--- src/rtl/frodo_agu_pkg.sv ---
// Shared definitions for the Frodo address-generator loop sequencer:
// sequencer state encoding, address-generator port indices and the
// default loop-counter width.
package frodo_agu_pkg;

  localparam int CNT_WIDTH_DEF = 12;
  localparam int NUM_PORTS     = 4;

  localparam int PORT_A = 0;
  localparam int PORT_B = 1;
  localparam int PORT_C = 2;
  localparam int PORT_D = 3;

  typedef enum logic [2:0] {
    ST_IDLE = 3'd0,
    ST_INIT = 3'd1,
    ST_RUN  = 3'd2,
    ST_WRAP = 3'd3,
    ST_DONE = 3'd4
  } seq_state_t;

endpackage

--- src/rtl/frodo_agu_seq_loop_cnt.sv ---
// Loop counter with synchronous clear, count enable and a terminal-count
// flag that is high when the count equals limit-1. Used for both the
// inner (k) and outer (o) loop indices of the sequencer.
module agu_loop_cnt #(
  parameter int W = 12
) (
  input  logic         clk,
  input  logic         rstn,
  input  logic         clr,
  input  logic         en,
  input  logic [W-1:0] limit,
  output logic [W-1:0] count,
  output logic         tc
);

  localparam logic [W-1:0] ONE = W'(1);

  // Count register: clear has priority over increment.
  always_ff @(posedge clk or negedge rstn) begin
    if (!rstn) begin
      count <= '0;
    end else if (clr) begin
      count <= '0;
    end else if (en) begin
      count <= count + ONE;
    end
  end

  // A limit of zero never reaches this compare: the sequencer leaves
  // for DONE straight from INIT in that case.
  assign tc = (count == (limit - ONE));

endmodule

--- src/rtl/frodo_agu_seq.sv ---
// Two-level loop sequencer for the four-port Frodo address generator.
// Accepts one outer x inner loop command via start/busy/done and emits
// per-cycle clr_en/add_en/stride pulses plus a step_valid tag.
// Optional build macro AGU_SEQ_PERF_EN adds perf_cycles/perf_stalls.
module frodo_agu_seq
  import frodo_agu_pkg::*;
#(
  parameter int CNT_WIDTH = CNT_WIDTH_DEF
) (
  input  logic                 clk,
  input  logic                 rstn,
  input  logic                 start,
  input  logic                 abort,
  input  logic                 stall,
  input  logic [CNT_WIDTH-1:0] cfg_outer,
  input  logic [CNT_WIDTH-1:0] cfg_inner,
  input  logic [3:0]           cfg_inner_mask,
  input  logic [3:0]           cfg_outer_mask,
  input  logic [3:0]           cfg_rewind_mask,
  input  logic [3:0]           cfg_stride,
  output logic [3:0]           clr_en,
  output logic [3:0]           add_en,
  output logic [3:0]           stride,
  output logic                 step_valid,
  output logic                 last_inner,
  output logic                 busy,
  output logic                 done
`ifdef AGU_SEQ_PERF_EN
  ,
  output logic [31:0]          perf_cycles,
  output logic [31:0]          perf_stalls
`endif
);

  seq_state_t state_reg, state_next;

  logic [CNT_WIDTH-1:0] outer_reg, inner_reg;
  logic [3:0]           inner_mask_reg, outer_mask_reg, rewind_mask_reg, stride_reg;

  logic [CNT_WIDTH-1:0] k_count, o_count;
  logic                 k_tc, o_tc;

  logic in_idle, start_acc, active, wrap_adv, zero_cnt;

  assign in_idle   = (state_reg == ST_IDLE);
  assign start_acc = in_idle && start;
  // abort only matters outside IDLE, where every output is 0 anyway
  assign active    = !stall && !abort;
  assign wrap_adv  = (state_reg == ST_WRAP) && active && !o_tc;
  assign zero_cnt  = (outer_reg == '0) || (inner_reg == '0);

  // Command latch: captured once per accepted start, held for the pass.
  always_ff @(posedge clk or negedge rstn) begin
    if (!rstn) begin
      outer_reg       <= '0;
      inner_reg       <= '0;
      inner_mask_reg  <= '0;
      outer_mask_reg  <= '0;
      rewind_mask_reg <= '0;
      stride_reg      <= '0;
    end else if (start_acc) begin
      outer_reg       <= cfg_outer;
      inner_reg       <= cfg_inner;
      inner_mask_reg  <= cfg_inner_mask;
      outer_mask_reg  <= cfg_outer_mask;
      rewind_mask_reg <= cfg_rewind_mask;
      stride_reg      <= cfg_stride;
    end
  end

  // Inner index k: advances on non-final RUN steps, restarts at each wrap.
  agu_loop_cnt #(.W(CNT_WIDTH)) u_k_cnt (
    .clk   (clk),
    .rstn  (rstn),
    .clr   (start_acc || wrap_adv),
    .en    ((state_reg == ST_RUN) && active && !k_tc),
    .limit (inner_reg),
    .count (k_count),
    .tc    (k_tc)
  );

  // Outer index o: advances on every wrap that is not the final one.
  agu_loop_cnt #(.W(CNT_WIDTH)) u_o_cnt (
    .clk   (clk),
    .rstn  (rstn),
    .clr   (start_acc),
    .en    (wrap_adv),
    .limit (outer_reg),
    .count (o_count),
    .tc    (o_tc)
  );

  // State register.
  always_ff @(posedge clk or negedge rstn) begin
    if (!rstn) begin
      state_reg <= ST_IDLE;
    end else begin
      state_reg <= state_next;
    end
  end

  // Next state: abort beats stall, stall freezes, otherwise walk the loops.
  always_comb begin
    state_next = state_reg;
    if (!in_idle && abort) begin
      state_next = ST_IDLE;
    end else if (!in_idle && stall) begin
      state_next = state_reg;
    end else begin
      case (state_reg)
        ST_IDLE: if (start) state_next = ST_INIT;
        ST_INIT: state_next = zero_cnt ? ST_DONE : ST_RUN;
        ST_RUN:  if (k_tc) state_next = ST_WRAP;
        ST_WRAP: state_next = o_tc ? ST_DONE : ST_RUN;
        ST_DONE: state_next = ST_IDLE;
        default: state_next = ST_IDLE;
      endcase
    end
  end

  // Output decode from registered state; stall/abort gate combinationally.
  always_comb begin
    clr_en     = 4'b0000;
    add_en     = 4'b0000;
    step_valid = 1'b0;
    last_inner = 1'b0;
    done       = 1'b0;
    busy       = !in_idle && !abort;
    stride     = (!in_idle && !abort) ? stride_reg : 4'b0000;
    if (active) begin
      case (state_reg)
        ST_INIT: clr_en = 4'b1111;
        ST_RUN: begin
          add_en     = inner_mask_reg;
          step_valid = 1'b1;
          last_inner = k_tc;
        end
        ST_WRAP: begin
          // overlapping bits are resolved (clr wins) in the address generator
          add_en = outer_mask_reg;
          clr_en = rewind_mask_reg;
        end
        ST_DONE: done = 1'b1;
        default: ;
      endcase
    end
  end

`ifdef AGU_SEQ_PERF_EN
  // Saturating activity counters, cleared by each accepted command.
  always_ff @(posedge clk or negedge rstn) begin
    if (!rstn) begin
      perf_cycles <= '0;
      perf_stalls <= '0;
    end else if (start_acc) begin
      perf_cycles <= '0;
      perf_stalls <= '0;
    end else if (!in_idle) begin
      if (perf_cycles != '1) perf_cycles <= perf_cycles + 32'd1;
      if (stall && (perf_stalls != '1)) perf_stalls <= perf_stalls + 32'd1;
    end
  end
`endif

endmodule
--- config.mk ---
export PLATFORM = sky130hd
export DESIGN_NAME = frodo_agu_seq
export DESIGN_NICKNAME = d
export VERILOG_FILES = /design/src/rtl/frodo_agu_pkg.sv /design/src/rtl/frodo_agu_seq_loop_cnt.sv /design/src/rtl/frodo_agu_seq.sv
export SDC_FILE = /design/constraint.sdc
export NUM_CORES = 1
export LEC_CHECK = 0
export CAP_MARGIN = 10
export CORE_ASPECT_RATIO = 0.9
export CORE_MARGIN = 2
export CORE_UTILIZATION = 55
export DETAILED_ROUTE_END_ITERATION = 10
export DONT_BUFFER_PORTS = 1
export GPL_ROUTABILITY_DRIVEN = 1
export PLACE_DENSITY = 0.71
export SYNTH_ARGS = -nofsm -noshare
export SYNTH_HDL_FRONTEND = slang
export SYNTH_SLANG_ARGS = --single-unit
--- constraint.sdc ---
create_clock -name clk -period 3.9 [get_ports clk]
set_input_delay 0.78 -clock clk [delete_from_list [all_inputs] [get_ports clk]]
set_output_delay 0.78 -clock clk [all_outputs]
set_load 0.05 [all_outputs]
Word-level counts from Yosys, hierarchy flattened
Index checks and enable logic that the tools add are counted. W data, S select, Z words.

Add/sub/neg operators: 4. Multiply operators: 0. Div/mod/pow operators: 0. Order comparisons: 0. Eq/ne operators: 9. Shift operators: 0. Muxes and demuxes: 22. Bitwise operators: 0. Reductions and logical operators: 22.

Operators with widths (number): $mux W12 (4); $add A12 B1 Y12 const B (2); $eq A12 B12 Y1 (2); $logic_not A12 Y1 (2); $sub A12 B1 Y12 const B (2); $mux W3 (6); $pmux W4 S2 (2); $mux W4 (3); $pmux W3 S4 (1); $logic_and A1 B1 Y1 (9); $eq A3 B2 Y1 const B (2); $mux W1 (6); $ne A3 B2 Y1 const B (2); $logic_not A1 Y1 (5); $reduce_bool A2 Y1 (2); $eq A3 B1 Y1 const B (1); $eq A3 B3 Y1 const B (1); $logic_not A3 Y1 (1); $reduce_and A3 Y1 (1); $logic_or A1 B1 Y1 (2); $ne A2 B2 Y1 const B (1).

Register bits: 67. Bits in latches: 0. Memory bits (writable): 0. Bits in read-only memories: 0. Input bits: 45. Output and inout port bits: 16. Word-level logic and storage cells: 66. Memories kept: 0.

Depth between registers and ports, before layout
Depth in word-level cells: 6. Depth in mapped cells: 12. Gate-level depth less buffers: 9.

Modules after synthesis
A second synthesis with hierarchy kept.

Cells, all modules: 381. Area total of the unflattened synthesis: 3995.1 µm².

Modules (own cells, without submodules): frodo_agu_seq (times used 1, cells each 149, area an instance 2053.2 µm², sequential area each 1076.0 µm²); agu_loop_cnt (times used 2, cells each 116, area an instance 970.9 µm², sequential area each 300.3 µm²).

Least setup slack after synthesis
OpenSTA, ideal clock, no wires.

Path type: reg-to-output. Start: register inner_reg[0]. End: output port last_inner. Arrival: 2.804 ns. Required time: 3.120 ns. Path slack: 0.316 ns. Stages on the path, launching flop included: 9. Path buffers: 0. Cells stage by stage: dfrtp_1 inv_1 ha_1 or3b_2 or4b_1 a211o_1 nand2_1 nand4_1 nor2_1.

Word-level cells in the longest chain between the ends: 4.

Ends and longest elaborated chain: start, declared (RTL line frodo_agu_seq.sv:37) `logic [CNT_WIDTH-1:0] outer_reg, inner_reg;`; start signal, assigned (RTL line frodo_agu_seq.sv:63) `inner_reg <= cfg_inner;`; $sub A12 B1 Y12 (RTL line frodo_agu_seq_loop_cnt.sv:31) `assign tc = (count == (limit - ONE));`; $eq A12 B12 Y1 (RTL line frodo_agu_seq_loop_cnt.sv:31); $mux W1 (RTL line frodo_agu_seq.sv:131) `case (state_reg)`; $mux W1 (RTL line frodo_agu_seq.sv:130) `if (active) begin`; end, declared (RTL line frodo_agu_seq.sv:25) `output logic last_inner,`.

Every way passes these cells.

Worst setup path in the final report
Same ends and word-level chain as after synthesis.

==> implementation parameters <==
Parameter                              Value

Outcome
  Outcome ... complete, no violations

Critical path
  Slack of the worst reg-to-reg path ... 0.58 ns
  Number of cells on the worst reg-to-reg path ... 8
  Arrival time at the worst endpoint ... 2.97 ns
  Endpoint kind of the worst setup timing path ... output pin
  Worst R2R Start ... outer_reg[2]
  Critical path launch point type ... flip-flop
  Largest fanout on the critical path ... 6
  Crit path required time ... 3.12 ns
  Critical register-to-register path endpoint ... u_o_cnt.count[1]
  Crit Path Category ... reg2out

Synth
  Mapped Cells ... 491
  Most common cell in the netlist ... nand2_1
  Syn Std Cell Area ... 0.004070 mm^2
  Cell taking the most area after synthesis ... dfrtp_1
  Top cells by area in the synthesized netlist ... dfrtp_1 (41%), nand2_1 (12%), xnor2_1 (3.7%), a21oi_1 (3.1%), o21ai_0 (2.8%)
  Flip-flop and latch count after synthesis ... 67
  Prevailing post-synth register cell ... dfrtp_1
  Leading post-synthesis cells by instance count ... nand2_1 (126), dfrtp_1 (67), a21oi_1 (25)
  Synthesis warning total ... 0
  Number of synthesized flops with an enable pin ... 0
  Avg Cell Area, Syn ... 8.290 um^2
  Cell variety after synth ... 61
  Fraction of synthesis flops using an asynchronous set or reset pin ... 1.000
  Area share of the leading cell type in the synthesized netlist ... 0.4119
  Part of the Yosys area used for sequential elements ... 0.4119
  Synth Net Count ... 541

Detailed routing
  Mean routed wirelength per cell ... 16.20 um
  Detailed router's first-iteration violation count ... 334
  Routed Wire Length ... 9443 um
  Detailed Routing Iterations Pass 1 ... 5
  Residual antenna-violating net count after detailed routing ... 0
  Routed via count divided by cell count ... 6.103
  Routed via count ... 3558
  Remaining design rule violation count ... 0

Timing
  Sum of negative setup slack ... 0 ns
  Slew at the pin closest to its max-slew limit ... 1.007 ns
  Minimum clock period after layout ... 3.753 ns
  Endpoints failing hold ... 0
  Peak clock frequency supported by timing ... 266.4 MHz
  Setup slack of the critical path after layout ... 0.1467 ns
  Share of the clock period used by the worst path ... 0.9624
  Setup-violating endpoint count in the final report ... 0
  Number of pins exceeding their max-slew limit in the final report ... 0
  Worst slew margin relative to its limit ... 0.3288
  Largest clock skew in the final design ... 0.01522 ns
  Worst hold slack after final layout ... 0.1148 ns

Clocking
  Clock slew seen by the registers of the worst setup and hold paths ... 0.08 ns
  CTS tree ... built
  Post-cts hold buffer count ... 0
  Max H-tree Level ... 3
  Sinks on the clock net ... 67
  Root Buffer ... clkbuf_8
  Deepest clock path buffer count ... 2
  Number of clock buffers inserted by TritonCTS ... 9
  Later-pin clock latency in the skew report ... 0.36 ns

Place
  Routability cong. ... 0.8889
  Count of buffers inserted at the top-level ports ... 0
  Half-perimeter wire length after placement ... 6707 um
  Placement Setup Slack ... 0.4557 ns

Finish
  Layout net count ... 535
  Share of the core filled with cells in the final layout ... 0.6115
  Fill cell total of the finished layout ... 653
  Fraction of final layout cells with drive strength greater than 1 ... 0.07959
  Count of antenna diodes in the layout ... 0
  Area overhead of the layout relative to synthesis ... 6.855%

Pwr
  Maximum vdd ir drop ... 0.4419 mV
  Post-layout total power ... 3037 uW
  Pwr dens ... 698.3 mW/mm^2
  Cell leakage power ... 0.001886 uW

Floorplan
  Site row count ... 29
  Number of I/O pins ... 61
  Core Region ... 0.007112 mm^2
  DIE WIDTH ... 94.68 um
  Area of the die ... 0.008106 mm^2
  Die Height ... 85.61 um
  Starting Density ... 0.5723

Global routing
  Number of global-route vias before repair ... 3383
  Global-route congestion overflow total ... 0
  Maximum number of pins on one net before global-route repair ... 68
  Antenna violations before repair ... 0
  Wire length of the first global-routing pass ... 16230 um
  Total routing resource utilization after global routing ... 0.2543

Flow run
  Max-cap violations ... 0

Min path
  Min-delay worst type ... in2async
[through the flow]
step	instance area (um^2)	instances
after floorplan	4070	491
after global placement	4126	567
after detailed placement	4126	567
after CTS	4335	583
after global routing	4349	583
final	4349	583
[kinds of logic (layout without fill, tap and decap cells)]
kind of cell,after synthesis,count (layout),share of synthesized area
simple gates,257,257,0.3166
compound gates,91,91,0.1448
flops,67,67,0.4119
buf+inv,41,40,0.04549
xor+xnor,27,27,0.05810
fa+ha+maj,5,5,0.01537
mux,3,3,0.007685
[routing by layer]
metal	track usage	routed length [um]	part of all wire
met5	0	0	0
met4	0.05007	76	0.0080
met3	0.07996	768	0.081
met2	0.3733	4110	0.44
met1	0.3741	4487	0.48
[cell type report]
cell class | instances | area (um^2) | share of cell area
clock buffers | 10 | 137.6 | 0.03165
clock inverters | 6 | 71.32 | 0.01640
inverters | 15 | 56.30 | 0.01295
multi-input cells | 383 | 2218 | 0.5101
flip-flops and latches | 67 | 1678 | 0.3858
well taps | 93 | 116.4 | 0.02675
repair buffers | 9 | 71.32 | 0.01640
[repair_timing]
action	4_1_cts	5_1_grt
buffers inserted	0	0
hold endpoints to repair	0	0
resized for setup	0	5
setup endpoints to repair	0	1
[report_power, final]
group          total [uW]  switching (uW)  internal (uW)
clock                 614             296            318
combinational        1230             764            467
sequential           1190             278            914
[worst max-delay path, stage by stage (launching register included)]
cell	delay (ns)
dfrtp_2	0.45
inv_1	0.12
ha_2	0.24
or3b_2	0.50
or4b_1	0.48
a211o_1	0.29
nand2_1	0.10
nand4_1	0.11
nor2_1	0.14
buf_6	0.18
[worst max path at each step]
stage | from | end
final | inner_reg[0] | last_inner
after floorplan | inner_reg[0] | last_inner
after detailed placement | inner_reg[0] | last_inner
after CTS | inner_reg[0] | last_inner
after global placement | inner_reg[0] | last_inner
after global routing | inner_reg[1] | last_inner
[layout by cell type (no fill, tap or decap), drive strengths merged, types with 2 or more instances in the layout]
cell and count:
a22oi 2, and3 5, dfrtp 67, nor4 6, clkbuf 10, nand4 8, clkinvlp 2, and4 3
o21ai 24, o211ai 3, a21oi 25, or4b 2, nor3 15, or3 15, a32o 2, o21a 2
a211oi 2, a2111oi 2, xnor2 17, and2 10, inv 17, nor4b 3, nand2 127, a32oi 2
a31oi 5, a22o 4, buf 9, mux2i 2, nand3b 5, xor2 10, ha 5, nor2b 3
o22ai 2, or4 11, nor2 21, nand3 12, o31ai 10, nand2b 6
(Power assumes the default switching activity.)
